`src/rtl/ram_access_arbiter.sv`:
```
// ram_access_arbiter
//   Round-robin arbiter sharing one single-port RAM (async read, write on
//   cs & we) between two requesters. The winning command is registered,
//   driven onto the RAM for exactly one cycle, and read data is returned
//   through a registered rdata with a one-cycle rvalid pulse.
//
// Ports
//   clk, rst_n              clock, asynchronous active-low reset
//   req0/we0/addr0/wdata0   requester 0 command, held until gnt0
//   gnt0, rvalid0           requester 0 grant / read-valid pulses
//   req1/we1/addr1/wdata1   requester 1 command, held until gnt1
//   gnt1, rvalid1           requester 1 grant / read-valid pulses
//   rdata                   shared read data, qualified by rvalid0/rvalid1
//   busy                    high while an access is in flight
//   mem_cs/mem_we/mem_addr/mem_wdata   RAM command (all registered)
//   mem_rdata               RAM combinational read data
//
// State table
//   state  | meaning
//   IDLE   | sampling requests; RAM deselected
//   ACCESS | RAM selected for the granted command; read data captured at exit
module ram_access_arbiter #(
    parameter int ADDR_W = 10,
    parameter int DATA_W = 8
) (
    input  logic              clk,
    input  logic              rst_n,
    input  logic              req0,
    input  logic              we0,
    input  logic [ADDR_W-1:0] addr0,
    input  logic [DATA_W-1:0] wdata0,
    output logic              gnt0,
    output logic              rvalid0,
    input  logic              req1,
    input  logic              we1,
    input  logic [ADDR_W-1:0] addr1,
    input  logic [DATA_W-1:0] wdata1,
    output logic              gnt1,
    output logic              rvalid1,
    output logic [DATA_W-1:0] rdata,
    output logic              busy,
    output logic              mem_cs,
    output logic              mem_we,
    output logic [ADDR_W-1:0] mem_addr,
    output logic [DATA_W-1:0] mem_wdata,
    input  logic [DATA_W-1:0] mem_rdata
);

    typedef enum logic {
        IDLE   = 1'b0,
        ACCESS = 1'b1
    } state_t;

    state_t              state_q, state_d;
    logic                last_owner_q, last_owner_d;
    logic                owner_q, owner_d;
    logic                owner_rd_q, owner_rd_d;
    logic                gnt0_q, gnt0_d;
    logic                gnt1_q, gnt1_d;
    logic                rvalid0_q, rvalid0_d;
    logic                rvalid1_q, rvalid1_d;
    logic [DATA_W-1:0]   rdata_q, rdata_d;
    logic                busy_q, busy_d;
    logic                mem_cs_q, mem_cs_d;
    logic                mem_we_q, mem_we_d;
    logic [ADDR_W-1:0]   mem_addr_q, mem_addr_d;
    logic [DATA_W-1:0]   mem_wdata_q, mem_wdata_d;

    logic                win;
    logic                we_sel;
    logic [ADDR_W-1:0]   addr_sel;
    logic [DATA_W-1:0]   wdata_sel;

    always_comb begin
        state_d      = state_q;
        last_owner_d = last_owner_q;
        owner_d      = owner_q;
        owner_rd_d   = owner_rd_q;
        gnt0_d       = 1'b0;
        gnt1_d       = 1'b0;
        rvalid0_d    = 1'b0;
        rvalid1_d    = 1'b0;
        rdata_d      = rdata_q;
        busy_d       = 1'b0;
        mem_cs_d     = 1'b0;
        mem_we_d     = 1'b0;
        mem_addr_d   = mem_addr_q;
        mem_wdata_d  = mem_wdata_q;

        // Under contention the side that did not win last time goes next.
        win = (req0 && req1) ? ~last_owner_q : req1;

        // Explicit branches so an idle requester's X payload never leaks
        // into the RAM command when the other side wins.
        if (win) begin
            we_sel    = we1;
            addr_sel  = addr1;
            wdata_sel = wdata1;
        end else begin
            we_sel    = we0;
            addr_sel  = addr0;
            wdata_sel = wdata0;
        end

        case (state_q)
            IDLE: begin
                if (req0 || req1) begin
                    mem_cs_d     = 1'b1;
                    mem_we_d     = we_sel;
                    mem_addr_d   = addr_sel;
                    mem_wdata_d  = wdata_sel;
                    busy_d       = 1'b1;
                    gnt0_d       = ~win;
                    gnt1_d       = win;
                    last_owner_d = win;
                    owner_d      = win;
                    owner_rd_d   = ~we_sel;
                    state_d      = ACCESS;
                end
            end
            ACCESS: begin
                if (owner_rd_q) begin
                    rdata_d   = mem_rdata;
                    rvalid0_d = ~owner_q;
                    rvalid1_d = owner_q;
                end
                state_d = IDLE;
            end
            default: state_d = IDLE;
        endcase
    end

    always_ff @(posedge clk or negedge rst_n) begin
        if (!rst_n) begin
            state_q      <= IDLE;
            last_owner_q <= 1'b1;
            owner_q      <= 1'b0;
            owner_rd_q   <= 1'b0;
            gnt0_q       <= 1'b0;
            gnt1_q       <= 1'b0;
            rvalid0_q    <= 1'b0;
            rvalid1_q    <= 1'b0;
            rdata_q      <= '0;
            busy_q       <= 1'b0;
            mem_cs_q     <= 1'b0;
            mem_we_q     <= 1'b0;
            mem_addr_q   <= '0;
            mem_wdata_q  <= '0;
        end else begin
            state_q      <= state_d;
            last_owner_q <= last_owner_d;
            owner_q      <= owner_d;
            owner_rd_q   <= owner_rd_d;
            gnt0_q       <= gnt0_d;
            gnt1_q       <= gnt1_d;
            rvalid0_q    <= rvalid0_d;
            rvalid1_q    <= rvalid1_d;
            rdata_q      <= rdata_d;
            busy_q       <= busy_d;
            mem_cs_q     <= mem_cs_d;
            mem_we_q     <= mem_we_d;
            mem_addr_q   <= mem_addr_d;
            mem_wdata_q  <= mem_wdata_d;
        end
    end

    assign gnt0      = gnt0_q;
    assign gnt1      = gnt1_q;
    assign rvalid0   = rvalid0_q;
    assign rvalid1   = rvalid1_q;
    assign rdata     = rdata_q;
    assign busy      = busy_q;
    assign mem_cs    = mem_cs_q;
    assign mem_we    = mem_we_q;
    assign mem_addr  = mem_addr_q;
    assign mem_wdata = mem_wdata_q;

endmodule

```
`config.mk`:
```
export PLATFORM = sky130hd
export DESIGN_NAME = ram_access_arbiter
export DESIGN_NICKNAME = d
export VERILOG_FILES = /design/src/rtl/ram_access_arbiter.sv
export SDC_FILE = /design/constraint.sdc
export NUM_CORES = 1
export LEC_CHECK = 0
export ABC_AREA = 0
export BUFFER_PORTS_ARGS = -buffer_cell sky130_fd_sc_hd__buf_2
export CAP_MARGIN = 20
export CORE_MARGIN = 5
export CORE_UTILIZATION = 47
export DETAILED_ROUTE_END_ITERATION = 6
export MAX_ROUTING_LAYER = met4
export PLACE_DENSITY = 0.84
export SLEW_MARGIN = 20
export SYNTH_ARGS = -nofsm -noshare
export SYNTH_HDL_FRONTEND = slang
export SYNTH_SLANG_ARGS = --single-unit
```
`constraint.sdc`:
```
create_clock -name clk -period 3.2 [get_ports clk]
set_clock_uncertainty 0.05 [all_clocks]
set_input_delay 0.32 -clock clk [delete_from_list [all_inputs] [get_ports clk]]
set_output_delay 0.32 -clock clk [all_outputs]
set_load 0.02 [all_outputs]
```
==> results.sh <==
export IMPL_fillers=280
export IMPL_synth_top_area_share=0.5772
export IMPL_die_width_um=66
export IMPL_tritoncts_num_buffers=5
export IMPL_layout_nets=273
export IMPL_core_area_sq_mm=0.003028
export IMPL_grt_total_usage=0.1648
export IMPL_worst_ep_required_time_ns=2.83
export IMPL_grt_overflow=0
export IMPL_fmax_mhz=701.0
export IMPL_cts_repair_resized=0
export IMPL_antenna_diode_count=0
export IMPL_place_gp_congestion=0.7415
export IMPL_wirelength_routed_um=3380
export IMPL_path_cells="buf_2"
export IMPL_core_rowCount=20
export IMPL_vias_per_cell=4.753
export IMPL_postLayoutCoreUtil=0.6372
export IMPL_leakage_power_nw=0.9910
export IMPL_drtIter0Drc=51
export IMPL_area_growth_pct=30.90
export IMPL_die_area_sq_mm=0.004356
export IMPL_drive_gt1_frac=0.4574
export IMPL_cts_max_level=2
export IMPL_cap_viol_max_count=0
export IMPL_place_port_buffers=82
export IMPL_vias_after_detailed_routing=1269
export IMPL_drt_pre_antenna_iters=4
export IMPL_worst_skew_pair_late_latency_ns=0.32
export IMPL_ys_warn_count=0
export IMPL_holdBufCountCts=0
export IMPL_critical_path_startpoint_type="flip-flop"
export IMPL_worst_path_largest_cell_delay_ns=0.50
export IMPL_slew_violations=0
export IMPL_period_needed_ns=1.427
export IMPL_async_flop_share=1.000
export IMPL_portion_of_netlist_area_occupied_by_mux_cells=0.06112
export IMPL_critical_path_slowest_cell="sky130_fd_sc_hd__dfrtp_1"
export IMPL_power_per_cell_area_mw_per_mm2=665.6
export IMPL_grt_setup_unrepaired="false"
export IMPL_cts_post_setup_buffers_inserted=0
export IMPL_max_slew_headroom=0.5118
export IMPL_ys_seq_elements=35
export IMPL_multi_input_comb_area_sq_um=523.0
export IMPL_floorplan_io_pins=83
export IMPL_synth_main_ff_cell="sky130_fd_sc_hd__dfrtp_1"
export IMPL_ff_latch_area_sq_um=877.1
export IMPL_synth_compound_gate_area_share=0.1231
export IMPL_syn_area_cell_sq_um=10.38
export IMPL_detailedPlacementHpwl_um=2556
export IMPL_outcome="complete, no violations"
export IMPL_antenna_left=0
export IMPL_endpoint_kind="output pin"
export IMPL_final_hold_violation_count=0
export IMPL_netlist_top_cells_count="sky130_fd_sc_hd__nand2_1, sky130_fd_sc_hd__dfrtp_1, sky130_fd_sc_hd__nor2_1"
export IMPL_fin_setup_tns_ns=0
export IMPL_ctsRootBufferMaster="sky130_fd_sc_hd__clkbuf_4"
export IMPL_first_global_vias=1217
export IMPL_syn_area_sq_mm=0.001474
export IMPL_yosys_area_top_type="sky130_fd_sc_hd__dfrtp_1"
export IMPL_timing_critical_path_arrival_ns=1.06
export IMPL_reg2reg_slack_ns=1.79
export IMPL_synth_area_top_cells="sky130_fd_sc_hd__dfrtp_1, sky130_fd_sc_hd__nand2_1, sky130_fd_sc_hd__a31oi_1, sky130_fd_sc_hd__mux2_2, sky130_fd_sc_hd__nor2_1"
export IMPL_critical_path_top_delay_family="flip-flops"
export IMPL_crit_buf_inv=1
export IMPL_yosys_area_share_simple=0.1706
export IMPL_setup_viol=0
export IMPL_hold_path_class="in -> async"
export IMPL_timing_final_crit_share=0.4458
export IMPL_synthCells=142
export IMPL_antenna_found_initial=0
export IMPL_clk_transition_reported_paths_ns=0.09
export IMPL_wire_length_of_the_first_global_routing_pass_um=5299
export IMPL_syn_nets=192
export IMPL_ys_seq_area_frac=0.5951
export IMPL_worst_slew_pin_slew_ns=0.7323
export IMPL_synth_enable_flop_cells=0
export IMPL_criticalPathCategory="reg -> out"
export IMPL_floorplan_initialDensity=0.4868
export IMPL_maximum_fanout_encountered_on_the_critical_timing_path=9
export IMPL_dieHeight_um=66
export IMPL_numClockSinks=35
export IMPL_synth_top_family_by_area="simple AND/OR/NAND/NOR gates"
export IMPL_synthXorXnorAreaFrac=0
export IMPL_fin_total_pwr_w=0.001284
export IMPL_tritoncts="yes"
export IMPL_power_ir_vdd_worst_mv=0.2810
export IMPL_drcViolationCount=0
export IMPL_grt_max_degree=40
export IMPL_route_detailed_wl_per_inst_um=12.66
export IMPL_synth_lib_cells_used_distinct=19
export IMPL_synth_fa_ha_area_frac=0
export IMPL_clk_path_buf_depth=2
export IMPL_synth_most_common_cell="sky130_fd_sc_hd__nand2_1"
-- layout make-up --
| cell class | instances | share of cell area |
|---|---|---|
| Sequential cell | 35 | 0.4546 |
| Multi-Input combinational cell | 97 | 0.2711 |
| Timing Repair Buffer | 82 | 0.2127 |
| Tap cell | 44 | 0.02853 |
| Clock buffer | 6 | 0.02659 |
| Inverter | 2 | 0.003891 |
| Clock inverter | 1 | 0.002594 |
-- flip-flops by register name, summed over array words and instances (netlist names) --
name,count
owner_q,1
mem_wdata,8
mem_addr,10
rvalid1,1
mem_we,1
rvalid0,1
owner_rd_q,1
gnt0,1
gnt1,1
mem_cs,1
rdata,8
last_owner_q,1
-- power by group --
part	total, W	switching [W]	internal [W]
registers	0.000607	0.0000560	0.000551
logic	0.000445	0.000273	0.000172
clock network	0.000233	0.000131	0.000102
total	0.00128	0.000460	0.000825
-- logic make-up after synthesis --
family | after synthesis
buf+inv | 10
simple gates | 65
mux | 8
compound gates | 24
flops | 35
-- path summary, 6_finish.rpt --
path,from,end,cells past startpoint
setup / recovery,mem_cs$_DFF_PN0_,mem_cs,1
hold / removal,rst_n,mem_wdata[6]$_DFFE_PN0P_,1
setup reg to reg,last_owner_q$_DFFE_PN1P_,owner_rd_q$_DFFE_PN0P_,3
hold reg to reg,owner_q$_DFFE_PN0P_,rvalid0$_DFF_PN0_,1
max in group asynchronous,rst_n,mem_addr[3]$_DFFE_PN0P_,1
min in group clk,mem_rdata[3],rdata[3]$_DFFE_PN0P_,2
-- metal layers --
metal | vias up | GRT usage | part of all wire
met1 | 579 | 0.1709 | 0.40
met2 | 47 | 0.2929 | 0.50
met5 | - | - | 0
li1 | 635 | - | -
met4 | 0 | 0.08376 | 0.022
met3 | 8 | 0.03571 | 0.076
-- per-stage QoR --
stage / setup WS [ns] / instances / hold slack [ns] / instance area, sq um
after floorplan: 1.950 / 142 / -0.02559 / 1474
after global placement: 1.821 / 260 / 0.3604 / 1873
after detailed placement: 1.787 / 260 / 0.3672 / 1873
after CTS: 1.764 / 267 / 0.008114 / 1929
after global routing: 1.684 / 267 / 0.04316 / 1929
final: 1.773 / 267 / 0.0006770 / 1929
-- cell usage in the layout, fill, tap and decap left out, drive strengths merged --
| cell type | synthesis | final |
|---|---|---|
| a21bo | 1 | 1 |
| a21boi | 1 | 1 |
| a22o | 1 | 1 |
| a31oi | 18 | 18 |
| buf | 8 | 82 |
| clkbuf | 0 | 6 |
| clkinv | 0 | 1 |
| dfrtp | 34 | 34 |
| dfstp | 1 | 1 |
| inv | 2 | 2 |
| mux2 | 8 | 8 |
| nand2 | 39 | 39 |
| nand2b | 1 | 1 |
| nor2 | 24 | 24 |
| nor2b | 1 | 1 |
| o21ba | 1 | 1 |
| o22ai | 1 | 1 |
| o32ai | 1 | 1 |
Power figures use the tool's default switching activity.
